File: src/rtl/coef_bank.sv
// coef_bank: banked coefficient register file with a latency-1 random-read port,
// a guarded write port and a valid/ready sequencer that streams one full set.
module coef_bank #(
    parameter int COEF_W = 9,
    parameter int ADDR_W = 3,
    parameter int NSETS  = 2,
    localparam int DEPTH = 2**ADDR_W,
    localparam int SEL_W = (NSETS > 1) ? $clog2(NSETS) : 1
) (
    input  logic              clk,
    input  logic              rst_n,
    input  logic              rd_en,
    input  logic [SEL_W-1:0]  rd_set,
    input  logic [ADDR_W-1:0] rd_addr,
    output logic [COEF_W-1:0] rd_data,
    output logic              rd_valid,
    input  logic              wr_en,
    input  logic [SEL_W-1:0]  wr_set,
    input  logic [ADDR_W-1:0] wr_addr,
    input  logic [COEF_W-1:0] wr_data,
    output logic              wr_err,
    input  logic              start,
    input  logic [SEL_W-1:0]  seq_set,
    output logic [COEF_W-1:0] seq_data,
    output logic [ADDR_W-1:0] seq_idx,
    output logic              seq_valid,
    input  logic              seq_ready,
    output logic              seq_last,
    output logic              busy,
    output logic              done
);

    localparam logic [ADDR_W-1:0] LAST_IDX = '1;

    typedef enum logic {S_IDLE, S_STREAM} state_t;

    state_t              r_state;
    logic [SEL_W-1:0]    r_set;
    logic [ADDR_W-1:0]   r_idx;
    logic                r_seq_valid;
    logic                r_busy;
    logic                r_done;
    logic [COEF_W-1:0]   r_rd_data;
    logic                r_rd_valid;
    logic                r_wr_err;
    logic [COEF_W-1:0]   r_mem [NSETS][DEPTH];
    logic                w_wr_ok;

    function automatic logic setOk(input logic [SEL_W-1:0] s);
        return (32'(s) < 32'(NSETS));
    endfunction

    // Power-on contents: set 0 holds a 9-bit default table, sign-extended to COEF_W.
    function automatic logic [COEF_W-1:0] defCoef(input int s, input int a);
        logic [8:0] v;
        v = 9'h000;
        if (s == 0) begin
            case (a)
                0:       v = 9'h04C;
                1:       v = 9'h096;
                2:       v = 9'h1D5;
                3:       v = 9'h1AC;
                4:       v = 9'h080;
                5:       v = 9'h195;
                6:       v = 9'h1EC;
                7:       v = 9'h01D;
                default: v = 9'h000;
            endcase
        end
        return {{(COEF_W-8){v[8]}}, v[7:0]};
    endfunction

    // The set being streamed is locked against writes so a stream is a coherent snapshot.
    assign w_wr_ok = wr_en && setOk(wr_set) && !(r_busy && (wr_set == r_set));

    for (genvar s = 0; s < NSETS; s++) begin : g_set
        for (genvar a = 0; a < DEPTH; a++) begin : g_addr
            always_ff @(posedge clk or negedge rst_n) begin
                if (!rst_n) begin
                    r_mem[s][a] <= defCoef(s, a);
                end else if (w_wr_ok && (wr_set == SEL_W'(s)) && (wr_addr == ADDR_W'(a))) begin
                    r_mem[s][a] <= wr_data;
                end
            end
        end
    end

    always_ff @(posedge clk or negedge rst_n) begin
        if (!rst_n) begin
            r_rd_data  <= '0;
            r_rd_valid <= 1'b0;
            r_wr_err   <= 1'b0;
        end else begin
            r_rd_valid <= rd_en;
            if (rd_en) begin
                r_rd_data <= setOk(rd_set) ? r_mem[rd_set][rd_addr] : '0;
            end
            r_wr_err <= wr_en && !w_wr_ok;
        end
    end

    always_ff @(posedge clk or negedge rst_n) begin
        if (!rst_n) begin
            r_state     <= S_IDLE;
            r_set       <= '0;
            r_idx       <= '0;
            r_seq_valid <= 1'b0;
            r_busy      <= 1'b0;
            r_done      <= 1'b0;
        end else begin
            r_done <= 1'b0;
            case (r_state)
                S_IDLE: begin
                    if (start && setOk(seq_set)) begin
                        r_state     <= S_STREAM;
                        r_set       <= seq_set;
                        r_idx       <= '0;
                        r_seq_valid <= 1'b1;
                        r_busy      <= 1'b1;
                    end
                end
                S_STREAM: begin
                    if (seq_ready) begin
                        if (r_idx == LAST_IDX) begin
                            r_state     <= S_IDLE;
                            r_idx       <= '0;
                            r_seq_valid <= 1'b0;
                            r_busy      <= 1'b0;
                            r_done      <= 1'b1;
                        end else begin
                            r_idx <= r_idx + 1'b1;
                        end
                    end
                end
            endcase
        end
    end

    assign rd_data   = r_rd_data;
    assign rd_valid  = r_rd_valid;
    assign wr_err    = r_wr_err;
    assign seq_data  = r_mem[r_set][r_idx];
    assign seq_idx   = r_idx;
    assign seq_valid = r_seq_valid;
    assign seq_last  = r_seq_valid && (r_idx == LAST_IDX);
    assign busy      = r_busy;
    assign done      = r_done;

endmodule

File: config.mk
export PLATFORM = sky130hd
export DESIGN_NAME = coef_bank
export DESIGN_NICKNAME = d
export VERILOG_FILES = /design/src/rtl/coef_bank.sv
export SDC_FILE = /design/constraint.sdc
export NUM_CORES = 1
export LEC_CHECK = 0
export BUFFER_PORTS_ARGS = -buffer_cell sky130_fd_sc_hd__buf_2
export CORE_MARGIN = 10
export CORE_UTILIZATION = 65
export DETAILED_ROUTE_END_ITERATION = 16
export PLACE_DENSITY = 0.83
export SLEW_MARGIN = 20
export SYNTH_ARGS = -nofsm -noshare
export SYNTH_HDL_FRONTEND = slang
export SYNTH_SLANG_ARGS = --single-unit
File: constraint.sdc
create_clock -name clk -period 3.7 [get_ports clk]
set_input_delay 0.185 -clock clk [delete_from_list [all_inputs] [get_ports clk]]
set_output_delay 0.185 -clock clk [all_outputs]
set_load 0.01 [all_outputs]
==> run metrics <==
die area 0.0184 sq mm; # DRC 0; die width 136 um; fmax 0.323 GHz; compound-cell area share of the yosys netlist 1.83%; Synth Area per Inst 16.7 sq um; Worst-path clk slew 0.06 ns; # clock sinks 162; routed vias/inst 7.19; placed cell area 0.00896 sq mm; final core occ 72.7%; unrepaired setup endpoints after global routing false; Initial Util 66.1%; Hold Crit Class in2reg; CP max stage cell dfrtp_2; Synth Area in XOR/XNOR 0.101%; H-tree levels 4; final worst path period need 3.10 ns; Max Cap Violations 0; DR pass1 iterations 5; clock buffer depth 2; Setup Fix Bufs, Post-CTS 0; 1st-iter DRT viols 439; post-DP HPWL 13.0 mm; CTS Root Cell clkbuf_16; Seq/Total Area, Yosys 47.2%; pin count of the biggest net entering global routing 109; row count 42; post-synthesis cell count 519; post-synth top area cell dfrtp_1; number of global-route vias before repair 5620; via count 5332; CP Cell Sequence buf_4 -> mux4_1 -> mux4_2 -> buf_2; core area 0.0131 sq mm; FF+latch count, synth 162; Bufs and invs on worst path 2; Place WS 1.08 ns; insertion delay to the later sink of the worst-skew pair 0.43 ns; Slew headroom 29.2%; ys async rst share 100%; post-route setup slack 0.604 ns; Tot Pwr 6.63 mW; leakage 4.00 nW; Fillers 803; Yosys top cell area share 36.9%; worst vdd ir 409 uV; Post-synth top flop dfrtp_1; nets 580; Distinct cells, synth 32; Num CTS Buffers 17; gr usage total 24.6%; Power Density 694 mW/mm^2; Critical Path Start Type register; Critical Path AT 2.91 ns; max incr delay on CP 0.62 ns; synth top area cells dfrtp_1 (37%), mux2_2 (19%), mux4_2 (15%); synth warn 0; final wirelength 21.8 mm; most common cell after layout, fill and taps aside mux2_2; final setup vio count 0; Fin Setup TNS 0 ns; most frequent cells in the layout mux2_2 (143), dfrtp_1 (127), mux4_2 (56); crit path kind reg2out; simple logic cell fraction of the synthesized area 5.52%; max-slew violations 0; first-pass GRT wire length 33.5 mm; layout cell share with drive strength beyond 1 59.0%; mux cell area share after synthesis 42.2%; Largest delay share family, worst path multiplexers; Post-Synth Adder-Cell Area 0.432%; gr ovfl total 0; port bufs 50; Setup crit end kind primary output; DR WL/cell 29.3 um; Crit path required time 3.51 ns; initial antenna violation count 0; Tightest Pin Transition 1.06 ns; GPL Wtd Cong 0.817; crit share post-route 83.7%; Synth Cell Area 0.00868 sq mm; CTS tree built; cell area after layout 0.00956 sq mm; die height 136 um; clk_skew 0.00599 ns; number of flops mapped to enable cells by yosys 0; Crit Path Max Fanout 28; Antenna diodes 0; Detail Route Antenna Nets 0; Synth Net Count 546; area grow syn2layout 10.1%; # IOs 51; status finished clean; main combinational cell family by area after synthesis multiplexers; Fin. Hold Viols 0
-- cells in the mapped netlist, types with 2 or more instances --
library cell  number
nor4_4             4
o22ai_1            9
mux2_1             3
nor4b_4            4
dfstp_2           34
clkbuf_1           9
nand2b_1           5
and2_1             4
nand4_2            8
nand2_1            5
nor2_1            14
nor2b_1            4
buf_1              4
buf_2             16
ha_1               3
mux2_2           143
a221oi_1           9
and3_1             2
mux2i_1           10
buf_4              7
dfrtp_1          128
mux4_1            25
buf_6              5
mux4_2            56
-- sequential cells by signal (all words and copies together) (netlist names) --
name / count
r_state: 1
r_mem: 144
busy: 1
rd_data: 9
rd_valid: 1
r_set: 1
done: 1
seq_idx: 3
wr_err: 1
-- through the flow --
step / hold WS [ns] / std cells
3_3_place_gp: 0.369 / 709
2_1_floorplan: -0.111 / 519
5_1_grt: 0.0156 / 742
3_5_place_dp: 0.377 / 709
4_1_cts: 0.00502 / 742
6_report: 0.0164 / 742
-- repair_timing --
item	4_1_cts	5_1_grt
hold buffers	1	0
endpoints found under the hold margin	84	0
gates resized for setup	0	0
-- cell type report --
class | count | area [sq um] | share of cell area (%)
sequential | 162 | 4100 | 42.9
clock buffer | 28 | 517 | 5.41
multi-input combinational | 316 | 4350 | 45.5
timing repair buffer | 56 | 304 | 3.18
tap | 176 | 220 | 2.30
clock inverter | 4 | 70.1 | 0.733
-- power by group --
group	switching, mW	total, mW	internal, mW
clock	0.672	1.75	1.08
combinational	0.776	2.04	1.27
sequential	0.499	2.83	2.33
total	1.95	6.63	4.68
-- worst register-to-register path, stage by stage, from the launching register on --
cell	delay [ns]
dfrtp_2	0.62
nor2b_1	0.27
nor4_4	0.82
mux2_2	0.43
-- worst paths after layout --
path	start	to	slack (ns)	cells after the start
max	r_set$_DFFE_PN0P_	seq_data[0]	0.60	4
min	seq_set	r_set$_DFFE_PN0P_	0.02	2
max reg2reg	r_set$_DFFE_PN0P_	r_mem[100]$_DFFE_PN0P_	1.44	3
min reg2reg	r_mem[70]$_DFFE_PN0P_	r_mem[70]$_DFFE_PN0P_	0.52	1
max in group asynchronous	rst_n	r_mem[115]$_DFFE_PN1P_	2.15	3
min in group asynchronous	rst_n	seq_idx[1]$_DFFE_PN0P_	0.42	2
-- layer usage --
layer / wire length [um] / vias to the layer above / track usage [%]
li1: - / 2148 / -
met2: 11200 / 302 / 40.9
met4: 680 / 0 / 9.99
met5: 0 / - / 0
met3: 1580 / 50 / 5.19
met1: 8270 / 2832 / 30.7
-- cells by family after synthesis --
group / Yosys count
muxes: 237
DFF: 162
and+or+nand+nor: 54
buffers and inverters: 41
AOI/OAI and AO/OA: 21
adders and majority gates: 3
xor gates and xnor gates: 1
Power figures use the tool's default switching activity.
